`config.mk`:
```
export PLATFORM = sky130hd
export DESIGN_NAME = spi_txn_arbiter
export DESIGN_NICKNAME = d
export VERILOG_FILES = /design/src/rtl/spi_txn_arbiter.sv
export SDC_FILE = /design/constraint.sdc
export NUM_CORES = 1
export LEC_CHECK = 0
export BUFFER_PORTS_ARGS = -buffer_cell sky130_fd_sc_hd__buf_2
export CELL_PAD_IN_SITES_DETAIL_PLACEMENT = 1
export CELL_PAD_IN_SITES_GLOBAL_PLACEMENT = 1
export CORE_ASPECT_RATIO = 1.25
export CORE_MARGIN = 2
export CORE_UTILIZATION = 41
export CTS_CLUSTER_SIZE = 8
export DETAILED_ROUTE_END_ITERATION = 12
export GPL_ROUTABILITY_DRIVEN = 0
export PLACE_DENSITY_LB_ADDON = 0.2
export RECOVER_POWER = 50
export SLEW_MARGIN = 10
export SYNTH_ARGS = -nofsm -noshare
export SYNTH_HDL_FRONTEND = slang
export SYNTH_SLANG_ARGS = --single-unit
```
`constraint.sdc`:
```
create_clock -name i_Clk -period 2.9 [get_ports i_Clk]
set_input_delay 0.435 -clock i_Clk [delete_from_list [all_inputs] [get_ports i_Clk]]
set_output_delay 0.435 -clock i_Clk [all_outputs]
set_load 0.02 [all_outputs]
```
`src/rtl/spi_txn_arbiter.sv`:
```
// Two-requester arbiter in front of an SPI byte engine. Each grant runs one multi-byte
// transaction under a single chip-select assertion with setup, hold and idle spacing.
module spi_txn_arbiter #(
  parameter int unsigned CS_SETUP_CLKS = 4,
  parameter int unsigned CS_HOLD_CLKS  = 4,
  parameter int unsigned CS_IDLE_CLKS  = 8,
  parameter int unsigned CNT_W         = 4
) (
  input  logic             i_Clk,
  input  logic             i_Rst_L,

  input  logic             i_A_Req,
  input  logic [CNT_W-1:0] i_A_Count,
  input  logic [7:0]       i_A_TX_Byte,
  output logic             o_A_Grant,
  output logic             o_A_TX_Taken,
  output logic             o_A_RX_DV,
  output logic             o_A_Done,

  input  logic             i_B_Req,
  input  logic [CNT_W-1:0] i_B_Count,
  input  logic [7:0]       i_B_TX_Byte,
  output logic             o_B_Grant,
  output logic             o_B_TX_Taken,
  output logic             o_B_RX_DV,
  output logic             o_B_Done,

  output logic [7:0]       o_RX_Byte,

  output logic [7:0]       o_SPI_TX_Byte,
  output logic             o_SPI_TX_DV,
  input  logic             i_SPI_TX_Ready,
  input  logic             i_SPI_RX_DV,
  input  logic [7:0]       i_SPI_RX_Byte,
  output logic             o_SPI_CS_n
);

  localparam logic [7:0] SetupInit = 8'(CS_SETUP_CLKS);
  localparam logic [7:0] HoldInit  = 8'(CS_HOLD_CLKS);
  localparam logic [7:0] IdleInit  = 8'(CS_IDLE_CLKS);

  typedef enum logic [2:0] {
    StIdle,
    StSetup,
    StSend,
    StWaitRx,
    StHold,
    StGap
  } state_e;

  state_e           state_q, state_d;
  logic [7:0]       timer_q, timer_d;
  logic [CNT_W-1:0] remaining_q, remaining_d;
  logic             rr_b_q, rr_b_d;  // 1: B wins a tie (A was served last)
  logic             grant_a_q, grant_a_d;
  logic             grant_b_q, grant_b_d;
  logic             cs_n_q, cs_n_d;
  logic             tx_dv_q, tx_dv_d;
  logic [7:0]       tx_byte_q, tx_byte_d;
  logic [7:0]       rx_byte_q, rx_byte_d;
  logic             a_taken_q, a_taken_d;
  logic             b_taken_q, b_taken_d;
  logic             a_rx_dv_q, a_rx_dv_d;
  logic             b_rx_dv_q, b_rx_dv_d;
  logic             a_done_q, a_done_d;
  logic             b_done_q, b_done_d;

  logic             timer_last;
  logic [7:0]       timer_dec;

  assign timer_last = (timer_q <= 8'd1);
  assign timer_dec  = (timer_q == 8'd0) ? 8'd0 : timer_q - 8'd1;

  always_comb begin
    state_d     = state_q;
    timer_d     = timer_q;
    remaining_d = remaining_q;
    rr_b_d      = rr_b_q;
    grant_a_d   = grant_a_q;
    grant_b_d   = grant_b_q;
    cs_n_d      = cs_n_q;
    tx_byte_d   = tx_byte_q;
    rx_byte_d   = rx_byte_q;
    tx_dv_d     = 1'b0;
    a_taken_d   = 1'b0;
    b_taken_d   = 1'b0;
    a_rx_dv_d   = 1'b0;
    b_rx_dv_d   = 1'b0;
    a_done_d    = 1'b0;
    b_done_d    = 1'b0;

    unique case (state_q)
      StIdle: begin
        if (i_A_Req && (!i_B_Req || !rr_b_q)) begin
          grant_a_d   = 1'b1;
          cs_n_d      = 1'b0;
          remaining_d = i_A_Count;
          timer_d     = SetupInit;
          rr_b_d      = 1'b1;
          state_d     = StSetup;
        end else if (i_B_Req) begin
          grant_b_d   = 1'b1;
          cs_n_d      = 1'b0;
          remaining_d = i_B_Count;
          timer_d     = SetupInit;
          rr_b_d      = 1'b0;
          state_d     = StSetup;
        end
      end

      StSetup: begin
        if (timer_last) begin
          if (remaining_q != '0) begin
            timer_d = 8'd0;
            state_d = StSend;
          end else begin
            timer_d = HoldInit;
            state_d = StHold;
          end
        end else begin
          timer_d = timer_dec;
        end
      end

      StSend: begin
        if (i_SPI_TX_Ready) begin
          tx_byte_d = grant_b_q ? i_B_TX_Byte : i_A_TX_Byte;
          tx_dv_d   = 1'b1;
          a_taken_d = grant_a_q;
          b_taken_d = grant_b_q;
          state_d   = StWaitRx;
        end
      end

      StWaitRx: begin
        if (i_SPI_RX_DV) begin
          rx_byte_d = i_SPI_RX_Byte;
          a_rx_dv_d = grant_a_q;
          b_rx_dv_d = grant_b_q;
          if (remaining_q != '0) begin
            remaining_d = remaining_q - CNT_W'(1);
          end
          if (remaining_q <= CNT_W'(1)) begin
            timer_d = HoldInit;
            state_d = StHold;
          end else begin
            state_d = StSend;
          end
        end
      end

      // Release waits for the timer to sit at zero, so CS_n stays low one clock
      // beyond the hold count after the cycle that entered this state.
      StHold: begin
        if (timer_q == 8'd0) begin
          cs_n_d    = 1'b1;
          grant_a_d = 1'b0;
          grant_b_d = 1'b0;
          a_done_d  = grant_a_q;
          b_done_d  = grant_b_q;
          timer_d   = IdleInit;
          state_d   = StGap;
        end else begin
          timer_d = timer_dec;
        end
      end

      StGap: begin
        if (timer_last) begin
          timer_d = 8'd0;
          state_d = StIdle;
        end else begin
          timer_d = timer_dec;
        end
      end

      default: begin
        state_d   = StIdle;
        cs_n_d    = 1'b1;
        grant_a_d = 1'b0;
        grant_b_d = 1'b0;
        timer_d   = 8'd0;
      end
    endcase
  end

  always_ff @(posedge i_Clk or negedge i_Rst_L) begin
    if (!i_Rst_L) begin
      state_q     <= StIdle;
      timer_q     <= 8'd0;
      remaining_q <= '0;
      rr_b_q      <= 1'b0;
      grant_a_q   <= 1'b0;
      grant_b_q   <= 1'b0;
      cs_n_q      <= 1'b1;
      tx_dv_q     <= 1'b0;
      tx_byte_q   <= 8'd0;
      rx_byte_q   <= 8'd0;
      a_taken_q   <= 1'b0;
      b_taken_q   <= 1'b0;
      a_rx_dv_q   <= 1'b0;
      b_rx_dv_q   <= 1'b0;
      a_done_q    <= 1'b0;
      b_done_q    <= 1'b0;
    end else begin
      state_q     <= state_d;
      timer_q     <= timer_d;
      remaining_q <= remaining_d;
      rr_b_q      <= rr_b_d;
      grant_a_q   <= grant_a_d;
      grant_b_q   <= grant_b_d;
      cs_n_q      <= cs_n_d;
      tx_dv_q     <= tx_dv_d;
      tx_byte_q   <= tx_byte_d;
      rx_byte_q   <= rx_byte_d;
      a_taken_q   <= a_taken_d;
      b_taken_q   <= b_taken_d;
      a_rx_dv_q   <= a_rx_dv_d;
      b_rx_dv_q   <= b_rx_dv_d;
      a_done_q    <= a_done_d;
      b_done_q    <= b_done_d;
    end
  end

  assign o_A_Grant     = grant_a_q;
  assign o_A_TX_Taken  = a_taken_q;
  assign o_A_RX_DV     = a_rx_dv_q;
  assign o_A_Done      = a_done_q;
  assign o_B_Grant     = grant_b_q;
  assign o_B_TX_Taken  = b_taken_q;
  assign o_B_RX_DV     = b_rx_dv_q;
  assign o_B_Done      = b_done_q;
  assign o_RX_Byte     = rx_byte_q;
  assign o_SPI_TX_Byte = tx_byte_q;
  assign o_SPI_TX_DV   = tx_dv_q;
  assign o_SPI_CS_n    = cs_n_q;

endmodule

```
==> results of run 1 <==
==> flip-flops by register name, indices dropped and copies added (netlist names) <==
name,cells
o_B_RX_DV,1
rr_b_q,1
o_A_Grant,1
o_A_Done,1
o_A_TX_Taken,1
o_RX_Byte,8
o_A_RX_DV,1
o_SPI_CS_n,1
o_SPI_TX_DV,1
o_B_TX_Taken,1
o_B_Grant,1
o_B_Done,1
remaining_q,4
state_q,3
o_SPI_TX_Byte,8
timer_q,8
==> power by group <==
part / total (mW) / internal (mW) / switching, mW
combinational: 0.0500 / 0.0234 / 0.0265
sequential: 0.585 / 0.585 / 0
clock: 0.482 / 0.281 / 0.201
==> metrics by stage <==
step | hold WS (ns) | cells
3_3_place_gp | 0.468 | 333
6_report | 0.357 | 341
2_1_floorplan | 0.139 | 215
3_5_place_dp | 0.483 | 333
5_1_grt | 0.350 | 341
4_1_cts | 0.301 | 341
==> cell usage in the layout (no fill, tap or decap), types with 2 or more instances in the layout <==
cell	instances
a31oi_1	2
nor2_1	19
ha_1	5
or3_2	2
o21ai_0	17
mux2i_1	11
xnor2_1	2
nand2b_1	3
buf_2	49
and2_1	2
mux2_2	8
dfrtp_1	41
clkbuf_8	6
a21oi_1	18
nand2_1	20
nor3_1	11
nand3_1	6
inv_1	10
a22o_1	2
clkbuf_1	15
a21o_1	2
==> cell type report <==
| type | count | area (sq um) |
|---|---|---|
| Clock buffer | 7 | 86.3 |
| Timing Repair Buffer | 63 | 298 |
| Inverter | 10 | 37.5 |
| Fill cell | 644 | 2470 |
| Sequential cell | 42 | 1050 |
| Tap cell | 62 | 77.6 |
| Multi-Input combinational cell | 156 | 1020 |
| Clock inverter | 1 | 30.0 |
==> worst max-delay path: cells and delay by family, from the launching register on <==
family	cells	cell delay, ns
AOI/OAI and AO/OA	4	1.20
DFF	1	0.56
and+or+nand+nor	1	0.32
==> cells in the mapped netlist, types with 2 or more instances <==
master	n	area (sq um)
xnor2_1	2	17.5
dfrtp_1	41	1030
buf_2	2	10.0
clkbuf_1	4	15.0
and2_1	2	12.5
mux2_2	8	90.1
nor3_1	11	55.1
a31oi_1	2	12.5
nand2b_1	3	18.8
inv_1	10	37.5
a21oi_1	18	90.1
nand2_1	20	75.1
nand3_1	6	30.0
a21o_1	2	15.0
ha_1	5	62.6
nor2_1	19	71.3
o21ai_0	17	85.1
mux2i_1	11	110
a22o_1	2	17.5
or3_2	2	15.0
==> per-layer routing <==
layer  up-vias  wire length, microns  track usage  part of all wire
met5         -                     0            0                 0
met4         0                    73       0.0766             0.014
met3         5                   355       0.0517             0.067
met2        48                  2580        0.324              0.49
met1       913                  2250        0.237              0.43
li1        892                     -            -                 -
==> kinds of logic (layout without fill, tap and decap cells) <==
kind of cell	Yosys count	count (layout)
compound gates	57	57
xor+xnor	2	2
fa+ha+maj	5	5
buf+inv	17	81
flops	42	42
mux	19	19
simple gates	73	73
==> path summary, 6_finish.rpt <==
path	endpoint	slack [ns]	cells after the start	start
min in group asynchronous	o_SPI_TX_Byte[6]	0.78	1	i_Rst_L
max in group asynchronous	remaining_q[2]	0.84	1	i_Rst_L
min reg2reg	o_SPI_CS_n	0.49	2	o_SPI_CS_n
max reg2reg	remaining_q[2]	0.70	5	state_q[1]
min	o_RX_Byte[0]	0.36	2	i_SPI_RX_Byte[0]
max	remaining_q[2]	0.70	5	state_q[1]
==> impl_metrics.json, run 1 <==
{
  "rsz0062_at_grt": "false",
  "initial_core_util": 0.422,
  "antenna_found_initial": 0,
  "grt_max_degree": 43,
  "synth_compound_area_frac": 0.178,
  "cp-start-kind": "flop",
  "hold_path.class": "input port to flop",
  "pre_cts_slack_ns": 0.713,
  "cap_violations": 1,
  "cp_max_fo": 17,
  "p_leak_nw": 1.28,
  "required_ns": 3.08,
  "htree_levels": 2,
  "synthFlopType": "dfrtp_1",
  "drtPass1Iterations": 4,
  "clk_pin_slew_ns": 0.08,
  "die_area_sq_um": 5830,
  "postCtsSetupRepairBufs": 0,
  "ir_drop_mv": 0.286,
  "status": "finished, violations left",
  "rows": 29,
  "place_hpwl_microns": 3920,
  "max_freq_ghz": 0.455,
  "yosys.area_share.simple": 0.169,
  "cts_tree": "yes",
  "worst_path_most_repeated_cell": "o21ai_0",
  "area_growth_pct": 21.4,
  "seq_area_frac_synth": 0.490,
  "num_vias": 1858,
  "synth_top_family_by_area": "compound AO/OA/AOI/OAI gates",
  "setup_viol": 0,
  "drc": 0,
  "drt-vias-per-instance": 5.45,
  "violations": "capacitance limit, slew limit",
  "cts-resized-gates": 0,
  "slowest_stage": "dfrtp_1",
  "detail-route-antenna-nets": 0,
  "synth_edf_count": 0,
  "fin_skew_ns": 0.00934,
  "setup_slack_ns": 0.701,
  "synth-adder-area-share": 0.0292,
  "synth_warnings": 0,
  "wl_per_cell_microns": 15.4,
  "hold_violations": 0,
  "crit_path_end_kind": "flop",
  "root_buffer": "clkbuf_8",
  "port_buffers": 63,
  "design.core.area_sq_um": 5080,
  "grt_pass1_vias": 1866,
  "fin_crit_ns": 2.20,
  "cp.arrival_ns": 2.38,
  "final.period_utilization": 0.758,
  "netlist_instances": 215,
  "cts_made_buffers": 5,
  "final_util": 0.513,
  "die_w_microns": 68.7,
  "synthXorXnorAreaFrac": 0.00816,
  "synth_cell_types": 48,
  "synth.avg_cell_area_sq_um": 9.98,
  "cts_hold_buf": 0,
  "totalWireLength_microns": 5260,
  "clkLatencyLatePin_ns": 0.30,
  "place_area_sq_um": 2510,
  "drive_gt1_frac": 0.272,
  "synth_mux_area_frac": 0.0933,
  "grt_overflow": 0,
  "grt.total_usage": 0.195,
  "ys_ff_latch": 42,
  "cp_slowest_stage_delay_ns": 0.56,
  "power_mw": 1.12,
  "final.setup.tns_ns": 0,
  "synthesis.area_sq_um": 2150,
  "io_pins": 64,
  "die-height_microns": 84.9,
  "finalNetCount": 321,
  "crit_chain": "nor2_1, o21ai_0, a21oi_1, o21ai_0, a22o_1",
  "worstMarginPinSlew_ns": 2.23,
  "diodes": 0,
  "drt-initial-drc-count": 83,
  "finalInstanceArea_sq_um": 2610,
  "slew_viol_final": 43,
  "async_flop_share": 1.00,
  "p_per_area_nw_per_um2": 429,
  "critPathKind": "flop to flop",
  "cts_max_path_buffers": 2,
  "cts_sinks": 42,
  "slew_headroom": -0.485,
  "grt_pass1_wl_microns": 8600,
  "syn-num-nets": 258
}
Note: power is estimated with default switching activity, not from simulation.
==> run 2, diff against run 1 <==
--- a/config.mk
+++ b/config.mk
@@ -5,12 +5,13 @@
 export SDC_FILE = /design/constraint.sdc
 export NUM_CORES = 1
 export LEC_CHECK = 0
+export ABC_AREA = 1
 export BUFFER_PORTS_ARGS = -buffer_cell sky130_fd_sc_hd__buf_2
 export CELL_PAD_IN_SITES_DETAIL_PLACEMENT = 1
 export CELL_PAD_IN_SITES_GLOBAL_PLACEMENT = 1
 export CORE_ASPECT_RATIO = 1.25
 export CORE_MARGIN = 2
-export CORE_UTILIZATION = 41
+export CORE_UTILIZATION = 37
 export CTS_CLUSTER_SIZE = 8
 export DETAILED_ROUTE_END_ITERATION = 12
 export GPL_ROUTABILITY_DRIVEN = 0
==> constraint.sdc (replaced) <==
create_clock -name i_Clk -period 2.1 [get_ports i_Clk]
set_input_delay 0.315 -clock i_Clk [delete_from_list [all_inputs] [get_ports i_Clk]]
set_output_delay 0.315 -clock i_Clk [all_outputs]
set_load 0.02 [all_outputs]
==> impl_metrics.json, run 2 <==
{
  "critPathKind": "flop to flop",
  "slew_viol_final": 0,
  "die-height_microns": 89.8,
  "drtPass1Iterations": 4,
  "rows": 31,
  "drive_gt1_frac": 0.234,
  "design.core.area_sq_um": 5740,
  "antenna_found_initial": 0,
  "synthFlopType": "dfrtp_1",
  "final_common_cell": "nand2_1",
  "syn-num-nets": 316,
  "grt_pass1_wl_microns": 9230,
  "clkLatencyLatePin_ns": 0.29,
  "synth_edf_count": 0,
  "nFillCells": 726,
  "clk_pin_slew_ns": 0.08,
  "drt-initial-drc-count": 50,
  "slew_headroom": 0.301,
  "fin_skew_ns": 0.00385,
  "setup_viol": 0,
  "hold_end": "o_RX_Byte[2]",
  "synth_area_leaders": "dfrtp_1 (47%), nand2_1 (14%), inv_1 (5.5%)",
  "cts_max_path_buffers": 2,
  "port_buffers": 63,
  "ys_ff_latch": 42,
  "power_mw": 4.42,
  "cts-resized-gates": 0,
  "synth_warnings": 0,
  "synthesis.area_sq_um": 2180,
  "synth.avg_cell_area_sq_um": 7.98,
  "initial_core_util": 0.380,
  "postCtsSetupRepairBufs": 0,
  "ir_drop_mv": 0.584,
  "holdWs_ns": 0.245,
  "io_pins": 64,
  "max_freq_ghz": 0.574,
  "cts_tree": "yes",
  "drc": 0,
  "status": "completed",
  "root_buffer": "clkbuf_8",
  "hold_path.class": "input port to flop",
  "detail-route-antenna-nets": 0,
  "place_hpwl_microns": 4360,
  "finalNetCount": 384,
  "worstMarginPinSlew_ns": 1.05,
  "grt_overflow": 0,
  "synth_most_common_cell": "nand2_1",
  "cp-start-kind": "flop",
  "cts_sinks": 42,
  "crit_path_end_kind": "flop",
  "rrSetupSlack_ns": 0.36,
  "fin_crit_ns": 1.74,
  "required_ns": 2.32,
  "whs_path_depth": 2,
  "totalWireLength_microns": 5560,
  "seq_area_frac_synth": 0.483,
  "final.setup.tns_ns": 0,
  "drt-vias-per-instance": 4.94,
  "p_per_area_nw_per_um2": 1660,
  "async_flop_share": 1.00,
  "cts_hold_buf": 0,
  "cap_violations": 0,
  "netlist_instances": 273,
  "grt.total_usage": 0.178,
  "die_w_microns": 72.7,
  "wl_per_cell_microns": 13.6,
  "area_growth_pct": 21.9,
  "cp_max_fo": 8,
  "die_area_sq_um": 6520,
  "r2r_end": "remaining_q[2]",
  "yosys.area.top_type": "dfrtp_1",
  "num_vias": 2016,
  "grt_max_degree": 43,
  "min_from": "i_SPI_RX_Byte[2]",
  "yosysTopAreaCellShare": 0.471,
  "grt_pass1_vias": 2063,
  "cp.arrival_ns": 1.96,
  "htree_levels": 2,
  "diodes": 0,
  "final.period_utilization": 0.829,
  "cp_slowest_stage_delay_ns": 0.48,
  "reg2reg_depth": 8,
  "p_leak_nw": 1.41,
  "rsz0062_at_grt": "false",
  "hold_violations": 0,
  "synth_cell_types": 25,
  "crit_chain": "inv_1, nor2_1, nand2_2, nand2_1, o21ai_1, nor2_2, nand3_1, o21ai_0",
  "cts_made_buffers": 5,
  "synth_commonest_cells": "nand2_1 (80), dfrtp_1 (41), inv_1 (32), nor2_1 (32), nand3_1 (15)",
  "r2r_start": "state_q[1]",
  "slowest_stage": "dfrtp_1",
  "layout_common_cells": "nand2_1 (80), buf_2 (51), dfrtp_1 (41)"
}
-- run 2: changes by cell type in the layout (fill, tap and decap cells not counted), sizes merged, moves of 10 or more --
cell and delta:
a21oi -10, nor2 +18, mux2i -11, inv +23
nor3 -10, nand2 +65
-- run 2: worst max-delay path by stage --
stage	startpoint	end	slack [ns]	cells after the start
after floorplan	timer_q[0]	timer_q[5]	0.67	11
after global placement	state_q[1]	remaining_q[1]	0.48	8
after detailed placement	state_q[0]	remaining_q[2]	0.41	7
after CTS	state_q[0]	remaining_q[2]	0.38	7
after global routing	state_q[1]	remaining_q[2]	0.13	8
final	state_q[1]	remaining_q[2]	0.36	8
-- run 2: cell families after synthesis --
kind of cell | after synthesis | share of synthesized area
buf+inv | 36 | 0.0654
flops | 42 | 0.483
fa+ha+maj | 5 | 0.0287
compound gates | 35 | 0.0890
simple gates | 143 | 0.277
mux | 8 | 0.0413
xor+xnor | 4 | 0.0161
-- run 2: power by group --
part	switching [mW]	internal (mW)	total (mW)
Sequential	0.262	1.17	1.43
Combinational	1.56	0.792	2.35
Clock	0.286	0.355	0.640
Total	2.10	2.31	4.42
-- run 2: area by class of cell --
cell class                 instances  area, sq um  share of cell area
clock buffer                       6         72.6              0.0273
clock inverter                     2         37.5              0.0141
inverter                          33          124              0.0466
multi-input combinational        195          982               0.370
sequential                        42         1050               0.396
tap                               66         82.6              0.0311
timing repair buffer              64          305               0.115
-- run 2: metal layers --
metal | part of all wire | track usage | wire length (microns) | up-vias
met1 | 0.42 | 0.207 | 2330 | 956
met3 | 0.039 | 0.0437 | 219 | 10
met2 | 0.52 | 0.316 | 2900 | 42
li1 | - | - | - | 1008
met5 | 0 | 0 | 0 | -
met4 | 0.019 | 0.0540 | 103 | 0
-- run 2: through the flow --
| stage | util | std cells | area [sq um] | worst slack [ns] |
|---|---|---|---|---|
| floorplan | - | 273 | 2180 | 0.667 |
| global placement | 0.447 | 400 | 2570 | 0.477 |
| detailed placement | 0.447 | 400 | 2570 | 0.410 |
| CTS | 0.466 | 408 | 2680 | 0.385 |
| global route | 0.463 | 408 | 2660 | 0.134 |
| finish | 0.463 | 408 | 2660 | 0.359 |
-- run 2: critical path, delay by kind of cell, from the launching register on --
family,cells,cell delay [ns]
buffers and inverters,1,0.07
flip-flops,1,0.48
AO/OA/AOI/OAI,2,0.19
AND/OR/NAND/NOR,5,0.91
